===== config.mk =====
export PLATFORM = sky130hd
export DESIGN_NAME = game_tracker
export DESIGN_NICKNAME = d
export VERILOG_FILES = /design/src/rtl/game_tracker.sv
export SDC_FILE = /design/constraint.sdc
export NUM_CORES = 1
export LEC_CHECK = 0
export ABC_AREA = 1
export ABC_CLOCK_PERIOD_IN_PS = 5000
export BUFFER_PORTS_ARGS = -buffer_cell sky130_fd_sc_hd__buf_2
export CAP_MARGIN = 20
export CORE_MARGIN = 2
export CORE_UTILIZATION = 61
export CTS_CLUSTER_SIZE = 40
export DETAILED_ROUTE_END_ITERATION = 8
export PLACE_DENSITY_LB_ADDON = 0.25
export SLEW_MARGIN = 0
export SYNTH_ARGS = -nofsm -noshare
export SYNTH_HDL_FRONTEND = slang
export SYNTH_SLANG_ARGS = --single-unit

===== constraint.sdc =====
create_clock -name clk -period 5 [get_ports clk]
set_input_delay 0.75 -clock clk [delete_from_list [all_inputs] [get_ports clk]]
set_output_delay 0.75 -clock clk [all_outputs]
set_load 0.05 [all_outputs]

===== src/rtl/game_tracker.sv =====
// Typing-game statistics tracker: phase FSM, one-second tick prescaler, word/error/time
// counters, a sequential words-per-minute divider and a 4-digit display code generator.
module game_tracker #(
  parameter int TICK_DIV = 100_000_000
) (
  input  logic        clk,
  input  logic        rst,
  input  logic [1:0]  state,
  input  logic        Mode,
  input  logic [6:0]  value,
  input  logic        key_valid,
  input  logic        key_correct,
  input  logic        word_done,
  output logic        finish,
  output logic [6:0]  remaining,
  output logic [6:0]  words,
  output logic [6:0]  elapsed,
  output logic [9:0]  errors,
  output logic [7:0]  wpm,
  output logic        wpm_valid,
  output logic [15:0] nums
);

  localparam int PW = (TICK_DIV > 1) ? $clog2(TICK_DIV) : 1;
  localparam logic [PW-1:0] TICK_LAST = PW'(TICK_DIV - 1);
  localparam logic [1:0] ST_SELECT = 2'd0;
  localparam logic [1:0] ST_INGAME = 2'd2;

  typedef enum logic [1:0] {IDLE, RUN, DONE} phase_t;
  phase_t r_phase, w_phase_nxt;

  logic [PW-1:0] r_prescale;
  logic [6:0]    r_remaining, r_words, r_elapsed, r_target;
  logic [9:0]    r_errors;
  logic          r_mode;
  logic [7:0]    r_wpm;
  logic          r_wpm_valid;
  logic          r_div_load, r_div_busy;
  logic [3:0]    r_div_cnt;
  logic [6:0]    r_div_rem;
  logic [12:0]   r_div_quo;

  logic          w_tick, w_time_up, w_target_hit, w_div_ge;
  logic [6:0]    w_words_nxt, w_div_rem_nxt;
  logic [7:0]    w_div_trial;
  logic [12:0]   w_div_quo_nxt, w_dividend;

  function automatic logic [11:0] bcd3(input logic [7:0] v);
    return {4'(v / 8'd100), 4'((v / 8'd10) % 8'd10), 4'(v % 8'd10)};
  endfunction

  function automatic logic [7:0] sat_wpm(input logic [12:0] q);
    return (q > 13'd255) ? 8'hFF : q[7:0];
  endfunction

  assign w_tick       = (r_phase == RUN) && (r_prescale == TICK_LAST);
  assign w_words_nxt  = (word_done && r_words != 7'd127) ? r_words + 7'd1 : r_words;
  assign w_time_up    = !r_mode && ((r_remaining == 7'd0) || (w_tick && r_remaining == 7'd1));
  assign w_target_hit = r_mode && (w_words_nxt == r_target);

  // Restoring divider step: the remainder always stays below the 7-bit divisor.
  assign w_dividend    = 13'(r_words) * 13'd60;
  assign w_div_trial   = {r_div_rem, r_div_quo[12]};
  assign w_div_ge      = (w_div_trial >= {1'b0, r_elapsed});
  assign w_div_rem_nxt = w_div_ge ? 7'(w_div_trial - {1'b0, r_elapsed}) : 7'(w_div_trial);
  assign w_div_quo_nxt = {r_div_quo[11:0], w_div_ge};

  always_comb begin
    w_phase_nxt = r_phase;
    if (state == ST_SELECT) begin
      w_phase_nxt = IDLE;
    end else begin
      case (r_phase)
        IDLE:    if (state == ST_INGAME) w_phase_nxt = RUN;
        RUN:     if (w_time_up || w_target_hit) w_phase_nxt = DONE;
        default: ;
      endcase
    end
  end

  always_ff @(posedge clk or posedge rst) begin
    if (rst) r_phase <= IDLE;
    else     r_phase <= w_phase_nxt;
  end

  always_ff @(posedge clk or posedge rst) begin
    if (rst) begin
      r_prescale  <= '0;
      r_remaining <= '0;
      r_words     <= '0;
      r_elapsed   <= '0;
      r_target    <= '0;
      r_errors    <= '0;
      r_mode      <= 1'b0;
      r_wpm       <= '0;
      r_wpm_valid <= 1'b0;
      r_div_load  <= 1'b0;
      r_div_busy  <= 1'b0;
      r_div_cnt   <= '0;
      r_div_rem   <= '0;
      r_div_quo   <= '0;
    end else if (state == ST_SELECT) begin
      r_prescale  <= '0;
      r_remaining <= '0;
      r_words     <= '0;
      r_elapsed   <= '0;
      r_errors    <= '0;
      r_wpm       <= '0;
      r_wpm_valid <= 1'b0;
      r_div_load  <= 1'b0;
      r_div_busy  <= 1'b0;
    end else begin
      r_div_load <= 1'b0;
      case (r_phase)
        IDLE: begin
          if (state == ST_INGAME) begin
            r_remaining <= Mode ? 7'd0 : value;
            r_target    <= value;
            r_mode      <= Mode;
            r_prescale  <= '0;
          end
        end
        RUN: begin
          r_prescale <= w_tick ? '0 : r_prescale + 1'b1;
          r_words    <= w_words_nxt;
          if (key_valid && !key_correct && r_errors != 10'h3FF)
            r_errors <= r_errors + 10'd1;
          if (w_tick) begin
            if (r_elapsed != 7'd127) r_elapsed <= r_elapsed + 7'd1;
            if (!r_mode && r_remaining != 7'd0) r_remaining <= r_remaining - 7'd1;
          end
          if (w_phase_nxt == DONE) r_div_load <= 1'b1;
        end
        default: begin
          // Counters are final one cycle after entering DONE, so the divide starts then.
          if (r_div_load) begin
            if (r_elapsed == 7'd0) begin
              r_wpm       <= 8'hFF;
              r_wpm_valid <= 1'b1;
            end else begin
              r_div_quo  <= w_dividend;
              r_div_rem  <= '0;
              r_div_cnt  <= 4'd13;
              r_div_busy <= 1'b1;
            end
          end else if (r_div_busy) begin
            r_div_rem <= w_div_rem_nxt;
            r_div_quo <= w_div_quo_nxt;
            r_div_cnt <= r_div_cnt - 4'd1;
            if (r_div_cnt == 4'd1) begin
              r_div_busy  <= 1'b0;
              r_wpm_valid <= 1'b1;
              r_wpm       <= sat_wpm(w_div_quo_nxt);
            end
          end
        end
      endcase
    end
  end

  always_comb begin
    nums = 16'hCCCC;
    if (r_phase == RUN) begin
      if (r_mode) nums = {4'd11, bcd3({1'b0, r_words})};
      else        nums = {4'd13, bcd3({1'b0, r_remaining})};
    end else if (r_phase == DONE && r_wpm_valid) begin
      nums = {4'd14, bcd3(r_wpm)};
    end
  end

  assign finish    = (r_phase == DONE);
  assign remaining = r_remaining;
  assign words     = r_words;
  assign elapsed   = r_elapsed;
  assign errors    = r_errors;
  assign wpm       = r_wpm;
  assign wpm_valid = r_wpm_valid;

endmodule


; ---- Yosys cells after proc, flatten, opt, wreduce, memory -nomap -nowiden
; Cells that the tools add are included.
[totals]
out_inout_bits = 57
wordCells = 151
inputBits = 15
reg_bits = 103
[op_classes]
order_cmp = 2
n_bitwise = 2
reduce_logical = 35
eq_ne = 18
multipliers = 1
div_mod_pow = 12
add_sub_neg = 7
muxes = 59
[ops]
columns = operator, count
row1 = 7-bit two-way mux, 16
row2 = 27-bit two-way mux, 3
row3 = 8-bit two-way mux, 7
row4 = 27-bit case mux with 2 select lines, 1
row5 = 13-bit two-way mux, 3
row6 = 8-bit by 4-bit modulo with 8-bit output (second input constant), 4
row7 = 10-bit two-way mux, 3
row8 = 27-bit by 1-bit adder with 27-bit output (second input constant), 1
row9 = 27-bit == test (second input constant), 1
row10 = 7-bit by 4-bit divider with 8-bit output (second input constant), 2
row11 = 7-bit by 7-bit divider with 8-bit output (second input constant), 2
row12 = 7-bit by 4-bit modulo with 8-bit output (second input constant), 2
row13 = 16-bit two-way mux, 1
row14 = 1-bit two-way mux, 15
row15 = 15-bit two-way mux, 1
row16 = 7-bit by 1-bit adder with 7-bit output (second input constant), 2
row17 = 7-bit logical NOT, 2
row18 = 14-bit two-way mux, 1
row19 = 7-bit inequality test (second input constant), 2
row20 = 7-bit case mux with 2 select lines, 1
row21 = 13-bit by 8-bit greater-than comparator with 1-bit output (second input constant), 1
row22 = 4-bit two-way mux, 3
row23 = 4-bit AND reduction, 3
row24 = 7-bit by 4-bit multiplier with 11-bit output (second input constant), 1
row25 = other kinds (31), 58

; ---- Longest topological paths before layout
; Gate-level depths: netlist of run 1.
[depth]
ltp_word = 13
depth_mapped = 31
mapped_depth_nobuf = 31

; ---- Worst setup path after synthesis of run 1
; No wires, ideal clock.
[synth_path]
path_type = register to output
startpoint = register r_words[4], in the netlist words[4]
endpoint = output port nums[1]
arrival_time_ps = 4537
setup_slack_ps = -287
path_stages_with_launch = 24
path_buffers = 0
required_ps = 4250
cell_sequence = dfrtp_1 inv_1 nand2_2 o21ai_4 nand2_2 nand2_2 nand2_1 o21ai_2 nand2_1 nand2_2 nand2_4 xor2_1 ha_1 inv_1 o21ai_0 nand2_2 nand2_2 xor2_1 inv_1 ha_1 or2_1 nand3b_1 o21ai_0 o21ai_0
[synth_via]
elab_chain_len = 3
[synth_rtl]
columns = element, line
row1 = from (decl), 33  ; logic [6:0] r_remaining, r_words, r_elapsed, r_target;
row2 = from (signal assigned), 125  ; r_words <= w_words_nxt;
row3 = 7-bit by 4-bit modulo with 8-bit output, 49  ; return {4'(v / 8'd100), 4'((v / 8'd10) % 8'd10), 4'(v % 8'd10)};
row4 = 15-bit two-way mux, 164  ; if (r_mode) nums = {4'd11, bcd3({1'b0, r_words})};
row5 = 16-bit two-way mux, 163  ; if (r_phase == RUN) begin
row6 = to (decl), 21  ; output logic [15:0] nums
; No other way between the ends.

==> impl_metrics.env, run 1 <==
export IMPL_synthCells=978
export IMPL_die_y_um=113.9
export IMPL_clockBufferDepth=2
export IMPL_ys_seq_elements=103
export IMPL_regToRegStartpoint="words[2]"
export IMPL_path_buf_inv=4
export IMPL_synth_edf_count=0
export IMPL_synth_compound_area_share=0.1603
export IMPL_placed_area_um2=7881
export IMPL_hold_start="r_div_rem[6]"
export IMPL_mostFrequentLayoutCells="170 x nand2_1, 153 x inv_1, 102 x dfrtp_1, 100 x nor2_1, 72 x o21ai_0"
export IMPL_power_density_nw_per_um2=655.2
export IMPL_timing_hold_violations_final=0
export IMPL_gp_congestion=0.9126
export IMPL_grt_antenna_before_repair=0
export IMPL_portBuffers=70
export IMPL_track_usage=0.2851
export IMPL_synth_area_leader_cell="dfrtp_1"
export IMPL_r2r_end="r_div_quo[12]"
export IMPL_design_area_um2=8259
export IMPL_period_minus_slack_ns=4.720
export IMPL_initial_core_util=0.6186
export IMPL_grt_max_degree=61
export IMPL_numCtsBuffers=9
export IMPL_cts_tree="done"
export IMPL_fin_crit_sh=0.9441
export IMPL_routed_wl_um=17640
export IMPL_synth_area_top_cells="dfrtp_1 35%, nand2_1 8.7%, inv_1 7.8%"
export IMPL_clockRootBuffer="clkbuf_16"
export IMPL_synth_xor_area_share=0.03074
export IMPL_peakVddDrop_mv=0.3379
export IMPL_first_global_vias=6312
export IMPL_hold_path_class="reg -> reg"
export IMPL_cp_required_ns=4.25
export IMPL_crit_fanout=10
export IMPL_power_leakage_nw=4.130
export IMPL_slew_viol_final=0
export IMPL_antenna_left=0
export IMPL_synth_area_mux_share=0
export IMPL_grt_pass1_wl_um=29550
export IMPL_critPathTopFamily="simple AND/OR/NAND/NOR gates"
export IMPL_synthAdderAreaFrac=0.1073
export IMPL_drt_iter0_drc=466
export IMPL_worst_r2r_cell_count=17
export IMPL_dp_hpwl_um=13370
export IMPL_yosysWarnings=0
export IMPL_synthSimpleGateAreaFrac=0.2545
export IMPL_fin_nets=1124
export IMPL_instances_no_fill=1205
export IMPL_syn_area_per_cell_um2=7.534
export IMPL_diodes=0
export IMPL_first_pass_iters=5
export IMPL_num_vias=6777
export IMPL_synth_distinct_cells=56
export IMPL_critPathCaptureType="primary output"
export IMPL_drive_gt1_frac=0.1531
export IMPL_clk_pin_slew_worst_paths_ns=0.08
export IMPL_maxCapViolations=0
export IMPL_crit_path_start_kind="flop"
export IMPL_dp_cells=1185
export IMPL_path_class="reg -> out"
export IMPL_hold_depth=2
export IMPL_synth_top_family_by_area="simple AND/OR/NAND/NOR gates"
export IMPL_hold_end="r_div_rem[6]"
export IMPL_slowest_stage="dfrtp_4"
export IMPL_final_common_cell="nand2_1"
export IMPL_yosysSeqAreaShare=0.3498
export IMPL_r2r_slack_ns=1.42
export IMPL_drt_vias_per_instance=5.624
export IMPL_io_pin_count=72
export IMPL_fin_skew_ns=0.007449
export IMPL_async_flop_share=1.000
export IMPL_yosys_most_used_dff="dfrtp_1"
export IMPL_worstMarginPinSlew_ns=0.7536
export IMPL_core_area_um2=11910
export IMPL_syn_nets=1049
export IMPL_max_freq_mhz=211.8
export IMPL_syn_area_um2=7368
export IMPL_grt_remaining_overflow=0
export IMPL_design_die_area_um2=12970
export IMPL_drc=0
export IMPL_slew_limit_headroom=0.4970
export IMPL_synthToLayoutAreaGrowth_pct=12.09
export IMPL_dieWidth_um=113.9
export IMPL_synth_top_area_share=0.3498
export IMPL_rows=40
export IMPL_clock_latency_ns=0.36
export IMPL_htree_levels=3
export IMPL_slowest_delay_ns=0.48
export IMPL_setup_viol=0
export IMPL_arrival_ns=3.97
export IMPL_fillers=1012
export IMPL_cts_sinks=103
export IMPL_wl_per_cell_um=14.64
export IMPL_run_status="complete, no violations"
worst min-delay path: stages (launching register included):
cell,delay (ns)
dfrtp_1,0.35
nand2_1,0.05
nand2_1,0.06
final cells by class:
type                            instances  area [um^2]  share of cell area
Timing Repair Buffer                   82        440.4             0.05333
Clock inverter                          7        103.9             0.01257
Multi-Input combinational cell        690         4093              0.4955
Sequential cell                       103         2581              0.3125
Clock buffer                            9        225.2             0.02727
Inverter                              167        631.9             0.07650
Tap cell                              147        183.9             0.02227
logic make-up after synthesis:
family                     Yosys count
DFF                                103
and+or+nand+nor                    415
AOI/OAI and AO/OA                  193
xor gates and xnor gates            25
other                                1
buffers and inverters              185
adders and majority gates           56
per-stage QoR:
stage	setup slack (ns)	util	hold slack (ns)	TNS, ns	total power, mW
2_1_floorplan	0.07351	-	0.4506	0	3.905
3_3_place_gp	0.5232	0.6617	0.4690	0	4.515
3_5_place_dp	0.4058	0.6617	0.4828	0	4.563
4_1_cts	0.009863	0.6893	0.4958	0	5.356
5_1_grt	-0.03053	0.6934	0.5229	-0.03169	5.895
6_report	0.2795	0.6934	0.4989	0	5.411
where the power goes:
group	switching, mW	total, mW	internal [mW]
clock network	0.328	0.774	0.446
registers	0.210	1.25	1.04
logic	2.33	3.38	1.05
cells in the mapped netlist, drive strengths merged (12+ instances only):
master and n:
nand2 195, inv 166, nor2 105, dfrtp 103, o21ai 85, nand3 47
ha 44, a21oi 41, nor3 34, o22ai 22, nand4 18, xor2 18
clkbuf 14, fa 12
state kept, by name, summed over array words and instances, names as in the netlist:
name	flops
r_div_busy	1
remaining	7
wpm	8
r_target	7
r_prescale	27
r_div_load	1
r_phase	2
r_div_rem	7
r_div_cnt	4
elapsed	7
r_mode	1
r_div_quo	13
wpm_valid	1
errors	10
words	7
per-layer routing:
layer	share of wire	wire length [um]	track usage	up-vias
met3	0.041	721	0.04729	27
met1	0.44	7778	0.3695	3199
met2	0.50	8845	0.4938	164
met5	0	0	0	-
li1	-	-	-	3387
met4	0.017	291	0.08699	0
timing repair:
action | in CTS | in global routing
setup endpoints to repair | 0 | 3
buffers inserted | 0 | 4
hold endpoints to repair | 0 | 0
hold buffers | 0 | 0
resized for setup | 0 | 6
worst max path at each step:
| stage | startpoint | end | slack [ns] | depth (start not counted) |
|---|---|---|---|---|
| 6_report | r_mode | nums[3] | 0.28 | 25 |
| 5_1_grt | r_mode | nums[3] | -0.03 | 24 |
| 4_1_cts | r_mode | nums[3] | 0.01 | 25 |
| 3_5_place_dp | r_mode | nums[3] | 0.41 | 25 |
| 3_3_place_gp | r_mode | nums[3] | 0.52 | 25 |
| 2_1_floorplan | words[4] | nums[2] | 0.07 | 25 |
Power figures use the tool's default switching activity.
==> run 2, diff against run 1 <==
--- a/config.mk
+++ b/config.mk
@@ -9,7 +9,7 @@
 export ABC_CLOCK_PERIOD_IN_PS = 5000
 export BUFFER_PORTS_ARGS = -buffer_cell sky130_fd_sc_hd__buf_2
 export CAP_MARGIN = 20
-export CORE_MARGIN = 2
+export CORE_MARGIN = 4
 export CORE_UTILIZATION = 61
 export CTS_CLUSTER_SIZE = 40
 export DETAILED_ROUTE_END_ITERATION = 8
==> run 2 against run 1 <==
First-iteration DRC count is 5.8% higher. Combinational power hardly changed. Clock power is 8.9% lower. Wire length is 1.3% higher. Critical endpoint unchanged. Clock-buffer cell count stayed put. Global-route usage is 2.8 points lower. Die area is 7.1% higher.
==> impl_metrics.env, run 2 (synthesis results as in run 1) <==
export IMPL_run_status="complete, no violations"
export IMPL_first_pass_iters=5
export IMPL_drive_gt1_frac=0.1539
export IMPL_peakVddDrop_mv=0.4196
export IMPL_power_leakage_nw=4.119
export IMPL_diodes=0
export IMPL_instances_no_fill=1202
export IMPL_critPathCaptureType="primary output"
export IMPL_switching_share=0.5422
export IMPL_dp_hpwl_um=13490
export IMPL_dieWidth_um=117.9
export IMPL_slew_viol_final=0
export IMPL_track_usage=0.2573
export IMPL_multiInputGateArea_um2=4093
export IMPL_num_vias=6897
export IMPL_worstMarginPinSlew_ns=0.7308
export IMPL_design_area_um2=8233
export IMPL_period_minus_slack_ns=4.720
export IMPL_cp_required_ns=4.25
export IMPL_regArea_um2=2581
export IMPL_grt_max_degree=58
export IMPL_worst_r2r_cell_count=17
export IMPL_portBuffers=70
export IMPL_htree_levels=3
export IMPL_seqPwrFrac=0.234
export IMPL_drc=0
export IMPL_regToRegStartpoint="words[2]"
export IMPL_synthToLayoutAreaGrowth_pct=11.73
export IMPL_antenna_left=0
export IMPL_power_share_clock=0.132
export IMPL_design_die_area_um2=13900
export IMPL_die_y_um=117.9
export IMPL_largest_register="r_prescale"
export IMPL_fin_ws_ns=0.2797
export IMPL_final_common_cell="nand2_1"
export IMPL_maxCapViolations=0
export IMPL_mostFrequentLayoutCells="170 x nand2_1, 153 x inv_1, 102 x dfrtp_1, 100 x nor2_1, 72 x o21ai_0"
export IMPL_crit_path_start_kind="flop"
export IMPL_initial_core_util=0.6345
export IMPL_internal_power_mw=2.454
export IMPL_gp_congestion=0.9601
export IMPL_fin_skew_ns=0.01528
export IMPL_hold_path_class="in -> async"
export IMPL_setup_viol=0
export IMPL_slew_limit_headroom=0.5110
export IMPL_switching_power_mw=2.906
export IMPL_io_pin_count=72
export IMPL_arrival_ns=3.97
export IMPL_drt_vias_per_instance=5.738
export IMPL_fillers=996
export IMPL_rows=39
export IMPL_grt_remaining_overflow=0
export IMPL_r2r_slack_ns=1.46
export IMPL_clk_pin_slew_worst_paths_ns=0.08
export IMPL_fin_nets=1125
export IMPL_drt_iter0_drc=493
export IMPL_cts_tree="done"
export IMPL_max_freq_mhz=211.9
export IMPL_first_global_vias=6494
export IMPL_crit_fanout=11
export IMPL_placed_area_um2=7884
export IMPL_r2r_end="r_div_quo[12]"
export IMPL_place_ws_ns=0.4362
export IMPL_rsz0062_at_grt="no"
export IMPL_cts_sinks=103
export IMPL_timing_hold_violations_final=0
export IMPL_path_class="reg -> out"
export IMPL_clockBufferDepth=2
export IMPL_wl_per_cell_um=14.86
export IMPL_dp_cells=1182
export IMPL_fin_crit_sh=0.9441
export IMPL_grt_antenna_before_repair=0
export IMPL_power_density_nw_per_um2=651.1
export IMPL_cts_hold_buf=0
export IMPL_largest_register_ffs=27
export IMPL_clockRootBuffer="clkbuf_16"
export IMPL_power_frac_comb=0.634
export IMPL_core_area_um2=11610
export IMPL_numCtsBuffers=9
export IMPL_clock_latency_ns=0.37
export IMPL_tns_ns=0
export IMPL_grt_pass1_wl_um=29880
export IMPL_routed_wl_um=17860
[run 2: changes by cell type in the layout (fill, tap and decap cells not counted)]
cell / delta
bufinv_16: -2
inv_6: +2
buf_4: +1
clkbuf_2: -1
clkbuf_4: +1
clkinv_2: -1
clkinv_8: +1
[run 2: worst max path at each step]
stage	startpoint	endpoint	slack, ns	cells past startpoint
after floorplan	words[4]	nums[2]	0.07	25
final	r_mode	nums[3]	0.28	23
after global routing	r_mode	nums[3]	0.0004	23
after detailed placement	r_mode	nums[3]	0.44	25
after CTS	r_mode	nums[3]	0.01	25
after global placement	r_mode	nums[3]	0.58	25
[run 2: metal layers]
metal  track usage  vias up  part of all wire  wire length, um
li1              -     3392                 -                -
met1        0.3254     3250              0.43             7677
met2        0.4474      225              0.50             8857
met3       0.05430       30             0.057             1017
met4       0.07033        0             0.017              309
met5             0        -                 0                0
[run 2: area by class of cell]
cell class	count	share of cell area
clock buffers	9	0.02736
clock inverters	7	0.008815
inverters	167	0.07675
multi-input cells	690	0.4971
flip-flops and latches	103	0.3135
well taps	143	0.02173
repair buffers	83	0.05471
[run 2: power groups by stage]
stage | Clock [mW] | Sequential (mW) | Combinational (mW)
6_report | 0.705 | 1.26 | 3.40
3_3_place_gp | 0 | 1.26 | 3.24
2_1_floorplan | 0 | 1.41 | 2.50
3_5_place_dp | 0 | 1.26 | 3.30
5_1_grt | 0.754 | 1.28 | 3.80
4_1_cts | 0.716 | 1.26 | 3.32
[run 2: worst max-delay path, stage by stage, from the launching register on]
cell and delay [ns]:
dfrtp_4 0.55, buf_4 0.18, nand2_1 0.05, o21ai_0 0.10, inv_1 0.26, nand2_1 0.11
nand2_2 0.09, nand2_4 0.11, xor2_2 0.17, ha_1 0.16, inv_1 0.04, o21ai_0 0.19
nand2_2 0.09, nand2_2 0.11, xor2_2 0.19, inv_1 0.06, ha_1 0.18, or2_1 0.24
nand3b_1 0.12, a21oi_2 0.06, o21ai_0 0.15, nand3_1 0.09, nand2_1 0.06, clkbuf_4 0.23
[run 2: per-stage QoR]
stage	utilization	power, mW	hold slack (ns)
final	0.7089	5.360	0.4865
after global routing	0.7089	5.839	0.5230
after CTS	0.7045	5.295	0.4908
after detailed placement	0.6788	4.566	0.4722
after global placement	0.6788	4.497	0.4685
after floorplan	-	3.905	0.4506
[run 2: timing repair]
action | 4_1_cts | 5_1_grt
gates resized for setup | 0 | 5
buffers inserted | 0 | 4
setup endpoints to repair | 0 | 4
==> run 3, diff against run 2 <==
--- a/config.mk
+++ b/config.mk
@@ -6,11 +6,11 @@
 export NUM_CORES = 1
 export LEC_CHECK = 0
 export ABC_AREA = 1
-export ABC_CLOCK_PERIOD_IN_PS = 5000
+export ABC_CLOCK_PERIOD_IN_PS = 5700
 export BUFFER_PORTS_ARGS = -buffer_cell sky130_fd_sc_hd__buf_2
 export CAP_MARGIN = 20
 export CORE_MARGIN = 4
-export CORE_UTILIZATION = 61
+export CORE_UTILIZATION = 65
 export CTS_CLUSTER_SIZE = 40
 export DETAILED_ROUTE_END_ITERATION = 8
 export PLACE_DENSITY_LB_ADDON = 0.25
==> constraint.sdc (replaced) <==
create_clock -name clk -period 5.7 [get_ports clk]
set_input_delay 1.14 -clock clk [delete_from_list [all_inputs] [get_ports clk]]
set_output_delay 1.14 -clock clk [all_outputs]
set_load 0.05 [all_outputs]
==> run 3 against run 2 <==
Register-to-register slack improved by 0.65 ns. Flip-flop and latch count unchanged. Cell count decreased by 1.0%. Combinational power decreased by 14%. Utilization increased by 3.3 points. Cell area decreased by 1.1%. Largest power group unchanged.
==> impl_metrics.env, run 3 (synthesis results as in run 1) <==
export IMPL_run_status="complete, no violations"
export IMPL_crit_path_start_kind="flop"
export IMPL_setup_viol=0
export IMPL_rsz0062_at_grt="no"
export IMPL_critPathCaptureType="primary output"
export IMPL_dieWidth_um=114.5
export IMPL_track_usage=0.2781
export IMPL_io_pin_count=72
export IMPL_rows=38
export IMPL_slew_limit_headroom=0.4400
export IMPL_fin_crit_sh=0.9195
export IMPL_clockRootBuffer="clkbuf_16"
export IMPL_grt_antenna_before_repair=0
export IMPL_drc=0
export IMPL_design_die_area_um2=13100
export IMPL_arrival_ns=4.10
export IMPL_crit_fanout=10
export IMPL_worstMarginPinSlew_ns=0.8400
export IMPL_drt_iter0_drc=618
export IMPL_fin_nets=1116
export IMPL_cts_hold_buf=0
export IMPL_slowest_stage="dfrtp_2"
export IMPL_drive_gt1_frac=0.1467
export IMPL_tns_ns=0
export IMPL_clockBufferDepth=2
export IMPL_path_class="reg -> out"
export IMPL_cts_sinks=103
export IMPL_numCtsBuffers=9
export IMPL_post_cts_setup_buffers=0
export IMPL_grt_pass1_wl_um=29500
export IMPL_power_density_nw_per_um2=567.9
export IMPL_final_common_cell="nand2_1"
export IMPL_mostFrequentLayoutCells="170 x nand2_1, 153 x inv_1, 100 x nor2_1, 100 x dfrtp_1, 73 x o21ai_0"
export IMPL_cts_tree="done"
export IMPL_grt_remaining_overflow=0
export IMPL_hold_depth=1
export IMPL_num_vias=6805
export IMPL_die_y_um=114.5
export IMPL_worst_r2r_cell_count=17
export IMPL_core_area_um2=10980
export IMPL_gp_congestion=0.8998
export IMPL_routed_wl_um=17490
export IMPL_htree_levels=3
export IMPL_period_minus_slack_ns=5.241
export IMPL_path_depth=26
export IMPL_peakVddDrop_mv=0.5094
export IMPL_ctsResizeCount=0
export IMPL_fillers=844
export IMPL_p_total_mw=4.625
export IMPL_maxCapViolations=0
export IMPL_slew_viol_final=0
export IMPL_clock_latency_ns=0.35
export IMPL_clk_pin_slew_worst_paths_ns=0.07
export IMPL_max_freq_mhz=190.8
export IMPL_critPathTopFamily="simple AND/OR/NAND/NOR gates"
export IMPL_antenna_left=0
export IMPL_synthToLayoutAreaGrowth_pct=10.53
export IMPL_first_global_vias=6440
export IMPL_diodes=0
export IMPL_critPathMostFrequentCell="nand2_2"
export IMPL_grt_max_degree=67
export IMPL_drt_vias_per_instance=5.718
export IMPL_largest_register_ffs=27
export IMPL_dp_hpwl_um=13180
export IMPL_first_pass_iters=5
export IMPL_power_leakage_nw=4.063
export IMPL_initial_core_util=0.6709
export IMPL_slowest_delay_ns=0.51
export IMPL_timing_hold_violations_final=0
export IMPL_largest_register="r_prescale"
export IMPL_wl_per_cell_um=14.70
export IMPL_path_buf_inv=4
export IMPL_hold_path_class="reg -> reg"
export IMPL_portBuffers=70
export IMPL_cp_required_ns=4.56
export IMPL_fin_skew_ns=0.01035
[run 3: routing by layer]
layer | global-route usage | vias up | wire length (um) | part of all wire
li1 | - | 3373 | - | -
met1 | 0.3655 | 3182 | 7593 | 0.43
met2 | 0.4563 | 220 | 8541 | 0.49
met3 | 0.05444 | 30 | 980 | 0.056
met4 | 0.1045 | 0 | 376 | 0.021
met5 | 0 | - | 0 | 0
[run 3: per-stage QoR]
stage	instance area, um^2	hold slack [ns]	cells	setup WS, ns	util
floorplan	7368	0.4506	978	0.02302	-
global placement	7843	0.4678	1174	0.8052	0.7141
detailed placement	7843	0.4756	1174	0.6752	0.7141
CTS	8138	0.4849	1190	0.2796	0.7409
global route	8144	0.5084	1190	0.003170	0.7415
finish	8144	0.4888	1190	0.4587	0.7415
[run 3: cell type report]
class	count	area (um^2)	area share
well taps	140	175.2	0.02151
multi-input cells	690	4078	0.5007
clock buffers	10	239.0	0.02934
clock inverters	6	56.30	0.006914
inverters	167	631.9	0.07758
repair buffers	74	382.9	0.04701
flip-flops and latches	103	2581	0.3169
[run 3: worst paths after layout]
kind | startpoint | endpoint | slack, ns
max | words[4] | nums[3] | 0.46
min | errors[4] | errors[4] | 0.49
max reg2reg | words[2] | r_div_quo[12] | 2.11
min reg2reg | errors[4] | errors[4] | 0.49
max in group asynchronous | rst | wpm[4] | 3.75
min in group asynchronous | rst | elapsed[6] | 0.96
[run 3: power breakdown]
group | total (mW) | internal [mW] | switching (mW) | leakage [nW]
Clock | 0.605 | 0.315 | 0.290 | 0.139
Sequential | 1.10 | 0.914 | 0.185 | 1.35
Combinational | 2.92 | 0.899 | 2.02 | 2.57
